## src/rtl/hamming_serial_rx.sv

```systemverilog
// Serial receiver for Hamming(12,8) codewords: oversampled start/12-bit/stop framing,
// single-error correction and byte delivery on a valid/ready output.
module hamming_serial_rx #(
  parameter int CLKS_PER_BIT = 16
) (
  input  logic       clk,
  input  logic       arstn,
  input  logic       rx,
  output logic [7:0] q,
  output logic       q_valid,
  input  logic       q_ready,
  output logic       corrected,
  output logic       uncorrectable,
  output logic       frame_err,
  output logic       overflow
);

  localparam int CW = $clog2(CLKS_PER_BIT);
  localparam logic [CW-1:0] FULL = CW'(CLKS_PER_BIT - 1);
  localparam logic [CW-1:0] HALF = CW'(CLKS_PER_BIT / 2 - 1);

  typedef enum logic [2:0] {
    S_IDLE,
    S_START,
    S_DATA,
    S_STOP,
    S_DECODE
  } state_t;

  state_t        state;
  logic          rx_meta;
  logic          rx_sync;
  logic          armed;
  logic [CW-1:0] cnt;
  logic [3:0]    bitcnt;
  logic [11:0]   hc;
  logic [3:0]    syn;
  logic          syn_bad;
  logic [7:0]    dec_data;

  // hc[i] holds codeword position i+1; syndrome bit k covers positions with index bit k set.
  always_comb begin
    syn[0]   = hc[0] ^ hc[2] ^ hc[4] ^ hc[6] ^ hc[8] ^ hc[10];
    syn[1]   = hc[1] ^ hc[2] ^ hc[5] ^ hc[6] ^ hc[9] ^ hc[10];
    syn[2]   = hc[3] ^ hc[4] ^ hc[5] ^ hc[6] ^ hc[11];
    syn[3]   = hc[7] ^ hc[8] ^ hc[9] ^ hc[10] ^ hc[11];
    syn_bad  = (syn >= 4'd13);
    dec_data = {hc[11] ^ (syn == 4'd12), hc[10] ^ (syn == 4'd11),
                hc[9]  ^ (syn == 4'd10), hc[8]  ^ (syn == 4'd9),
                hc[6]  ^ (syn == 4'd7),  hc[5]  ^ (syn == 4'd6),
                hc[4]  ^ (syn == 4'd5),  hc[2]  ^ (syn == 4'd3)};
  end

  // Output handshake: q/q_valid hold steady until a cycle with q_valid & q_ready;
  // q_valid then drops unless DECODE reloads a new byte in that same cycle.
  always_ff @(posedge clk or negedge arstn) begin
    if (!arstn) begin
      state         <= S_IDLE;
      rx_meta       <= 1'b1;
      rx_sync       <= 1'b1;
      armed         <= 1'b0;
      cnt           <= '0;
      bitcnt        <= '0;
      hc            <= '0;
      q             <= '0;
      q_valid       <= 1'b0;
      corrected     <= 1'b0;
      uncorrectable <= 1'b0;
      frame_err     <= 1'b0;
      overflow      <= 1'b0;
    end else begin
      rx_meta       <= rx;
      rx_sync       <= rx_meta;
      corrected     <= 1'b0;
      uncorrectable <= 1'b0;
      frame_err     <= 1'b0;
      overflow      <= 1'b0;
      if (q_valid && q_ready) q_valid <= 1'b0;

      case (state)
        S_IDLE: begin
          // A line stuck low after a framing error must go high before a new start counts.
          if (rx_sync) begin
            armed <= 1'b1;
          end else if (armed) begin
            state  <= S_START;
            cnt    <= '0;
            bitcnt <= '0;
          end
        end
        S_START: begin
          if (cnt == HALF) begin
            cnt   <= '0;
            state <= rx_sync ? S_IDLE : S_DATA;
          end else begin
            cnt <= cnt + CW'(1);
          end
        end
        S_DATA: begin
          if (cnt == FULL) begin
            cnt        <= '0;
            hc[bitcnt] <= rx_sync;
            if (bitcnt == 4'd11) state <= S_STOP;
            else bitcnt <= bitcnt + 4'd1;
          end else begin
            cnt <= cnt + CW'(1);
          end
        end
        S_STOP: begin
          if (cnt == FULL) begin
            cnt <= '0;
            if (!rx_sync) begin
              frame_err <= 1'b1;
              armed     <= 1'b0;
              state     <= S_IDLE;
            end else begin
              state <= S_DECODE;
            end
          end else begin
            cnt <= cnt + CW'(1);
          end
        end
        S_DECODE: begin
          state <= S_IDLE;
          armed <= 1'b1;
          if (syn_bad) begin
            uncorrectable <= 1'b1;
          end else if (q_valid && !q_ready) begin
            overflow <= 1'b1;
          end else begin
            q         <= dec_data;
            q_valid   <= 1'b1;
            corrected <= (syn != 4'd0);
          end
        end
        default: state <= S_IDLE;
      endcase
    end
  end

endmodule

```

## config.mk

```make
export PLATFORM = sky130hd
export DESIGN_NAME = hamming_serial_rx
export DESIGN_NICKNAME = d
export VERILOG_FILES = /design/src/rtl/hamming_serial_rx.sv
export SDC_FILE = /design/constraint.sdc
export NUM_CORES = 1
export LEC_CHECK = 0
export ABC_CLOCK_PERIOD_IN_PS = 2200
export BUFFER_PORTS_ARGS = -buffer_cell sky130_fd_sc_hd__buf_2
export CELL_PAD_IN_SITES_DETAIL_PLACEMENT = 1
export CELL_PAD_IN_SITES_GLOBAL_PLACEMENT = 2
export CORE_MARGIN = 2
export CORE_UTILIZATION = 25
export CTS_CLUSTER_DIAMETER = 200
export DETAILED_ROUTE_END_ITERATION = 12
export GPL_TIMING_DRIVEN = 0
export PLACE_DENSITY = 0.6
export SETUP_SLACK_MARGIN = 0.3
export SKIP_CTS_REPAIR_TIMING = 1
export SYNTH_ARGS = -nofsm -noshare
export SYNTH_HDL_FRONTEND = slang
export SYNTH_SLANG_ARGS = --single-unit
```

## constraint.sdc

```tcl
create_clock -name clk -period 2.2 [get_ports clk]
set_input_delay 0.33 -clock clk [delete_from_list [all_inputs] [get_ports clk]]
set_output_delay 0.33 -clock clk [all_outputs]
set_load 0.02 [all_outputs]
```

==> impl_metrics.csv <==
group,metric,value,unit
outcome,status,"finished, final reports clean",
logic_synthesis,ys_types,44,
critical_path,cp.required,2390,ps
logic_synthesis,syn_inst,186,
logic_synthesis,yosys_warnings,0,
logic_synthesis,yosysMostFrequentCell,"dfrtp_1",
power,power_density,675,nW/um^2
sta,timing.final.crit_period,2080,ps
sta,finClkSkew,4.75,ps
sta,setup_violations,0,
critical_path,worstPathCellList,"xnor2_4, xnor3_2, nor2_4, o311a_4, buf_4, mux2_4",
final_layout,nets,227,
global_route,grt_max_degree,40,
logic_synthesis,ys_ff_latch,39,
min_path,worstHoldStart,"rx",
clock_network,cts_buffer_depth,2,
sta,hold_viol_final,0,
logic_synthesis,async_reset_ff_frac,1.00,
route,drt-total-wl,4730,um
critical_path,reg2reg_from,"hc[8]",
route,wl_met2,2310,um
global_route,overflow,0,
final_layout,drive_above_1_share,0.406,
die,rows,33,
final_layout,regArea,986,um^2
die,ios,17,
sta,slew_viol_final,0,
critical_path,critPathKind,"register to register",
placed_design,place_area,2350,um^2
logic_synthesis,synth_top_cells_by_count,"dfrtp_1, nand2_1, mux2_2",
sta,grt_setup_unrepaired,"yes",
critical_path,critPathTopFamily,"XOR/XNOR gates",
die,die-area,9260,um^2
logic_synthesis,synth.area.top_cells,"dfrtp_1, mux2_2, mux2_4",
route,wl_met3,134,um
clock_network,clk_pin_slew,80,ps
critical_path,r2r-end,"q[2]",
logic_synthesis,avgSynthCellArea,11.4,um^2
global_route,grt_usage,0.109,
sta,worst_pin_slew,908,ps
final_layout,final_area,2620,um^2
route,met1_length,2240,um
logic_synthesis,synth_edf_count,0,
critical_path,ff2ff_path_depth,6,
placed_design,port_buffers,16,
critical_path,critPathSlowestCell,"dfrtp_2",
route,detail-route-antenna-nets,0,
logic_synthesis,synth_nets,195,
critical_path,crit_arrival,2270,ps
logic_synthesis,synth.cell_area,2130,um^2
sta,fin_crit_sh,0.946,
route,post_drt_wl_per_cell,14.6,um
run,maxCapViolations,0,
critical_path,r2r_slack,120,ps
clock_network,cts.sinks,39,
min_path,hold_path_class,"input port to register",
route,drt_iter0_markers,45,
critical_path,crit_path_end_kind,"register",
die,core_area,8220,um^2
route,dr.pass1.iters,4,
critical_path,worst-path-max-fanout,7,
power,irDropWorstVdd,0.382,mV
min_path,holdPathStages,1,
logic_synthesis,synth_seq_area_share,0.460,
clock_network,clock-root-buffer,"clkbuf_8",
sta,slew_headroom,0.395,
final_layout,filler_cell_count,914,
final_layout,antenna_cells,0,
route,drcViolationCount,0,
critical_path,startpoint_type,"register",
placed_design,gp_congestion,0.739,
critical_path,max_stage_delay,460,ps
power,p_total,1.77,mW
clock_network,numCtsBuffers,5,
die,start_util,0.259,
final_layout,multi_input_area,1220,um^2
clock_network,cts.htree.levels,2,
min_path,holdPathEnd,"rx_meta",
placed_design,hpwl,3220,um
critical_path,path_buf_inv,1,
route,highest_layer,"met4",
die,die_x,96.2,um
die,die_y,96.2,um
logic_synthesis,yosysTopAreaCell,"dfrtp_1",
clock_network,clock_latency,300,ps
power,leakage,1.19,nW
route,dr_total_vias,1465,
final_layout,area_growth,23.2,%
logic_synthesis,yosysTopAreaCellShare,0.435,
global_route,first_global_vias,1509,
global_route,grt_pass1_wl,7580,um
route,via_per_inst,4.52,
clock_network,cts_tree,"yes",
logic_synthesis,synth_flop_cell,"dfrtp_1",
sta,fmax,481,MHz
global_route,grt_antenna_before_repair,0,
final_layout,final_core_util,0.319,
power breakdown:
part           total, mW  switching [mW]  internal, mW
combinational      0.407           0.229         0.178
sequential         0.872          0.0817         0.790
clock              0.490           0.268         0.222
total               1.77           0.578          1.19
through the flow:
stage | setup TNS [ps] | worst slack (ps) | hold slack [ps] | std cells
floorplan | 0 | 229 | 34.4 | 186
global placement | -413 | -57.4 | 346 | 307
detailed placement | -559 | -55.3 | 350 | 307
CTS | -774 | -74.8 | 120 | 315
global route | 0 | 44.8 | 110 | 324
finish | 0 | 119 | 130 | 324
worst max path at each step:
stage	slack, ps	to	start	cells after the start
floorplan	230	q[0]	hc[6]	6
CTS	-70	hc[11]	state[0]	6
detailed placement	-60	q[0]	hc[6]	6
finish	120	q[2]	hc[8]	6
global route	40	q[4]	hc[10]	6
global placement	-60	hc[11]	state[2]	6
registers in the layout, summed over array words and instances, names as in the netlist, 3 cells and up:
| register | flops |
|---|---|
| hc | 12 |
| q | 8 |
| bitcnt | 4 |
| cnt | 4 |
| state | 3 |
cell usage in the layout (no fill, tap or decap), drive strengths merged, types with 2 or more instances in the layout:
master and count:
a21oi 4, and3 3, and4bb 2, buf 28, clkbuf 10, dfrtp 37, dfstp 2, ha 5
inv 3, mux2 22, nand2 22, nand2b 4, nand3 8, nand3b 2, nand4 3, nand4b 2
nor2 9, nor3 3, nor3b 2, o21ai 8, xnor2 13, xnor3 4, xor2 5
cell type report:
| cell class | count | area share |
|---|---|---|
| multi-input combinational | 137 | 0.466 |
| clock inverter | 2 | 0.00477 |
| sequential | 39 | 0.376 |
| timing repair buffer | 25 | 0.0563 |
| clock buffer | 6 | 0.0277 |
| inverter | 3 | 0.00430 |
| buffer | 7 | 0.0148 |
| tap | 105 | 0.0501 |
worst reg2reg max path, stage by stage (launching register included):
cell     delay [ps]
dfrtp_2         460
xnor2_4         240
xnor3_2         460
nor2_4          170
o311a_4         200
buf_4           150
mux2_4          300
cells by family after synthesis:
| group | count (synthesis) | synth area share |
|---|---|---|
| buffers and inverters | 10 | 0.0218 |
| AO/OA/AOI/OAI | 21 | 0.0635 |
| multiplexers | 22 | 0.131 |
| adder cells (fa/ha/maj) | 5 | 0.0294 |
| flip-flops | 39 | 0.460 |
| XOR/XNOR | 22 | 0.125 |
| AND/OR/NAND/NOR | 67 | 0.170 |
metal layers:
| layer | vias up | global-route usage |
|---|---|---|
| li1 | 721 | - |
| met1 | 723 | 0.135 |
| met2 | 17 | 0.181 |
| met3 | 4 | 0.0329 |
| met4 | 0 | 0.0321 |
| met5 | - | 0 |
Note: power is estimated with default switching activity, not from simulation.
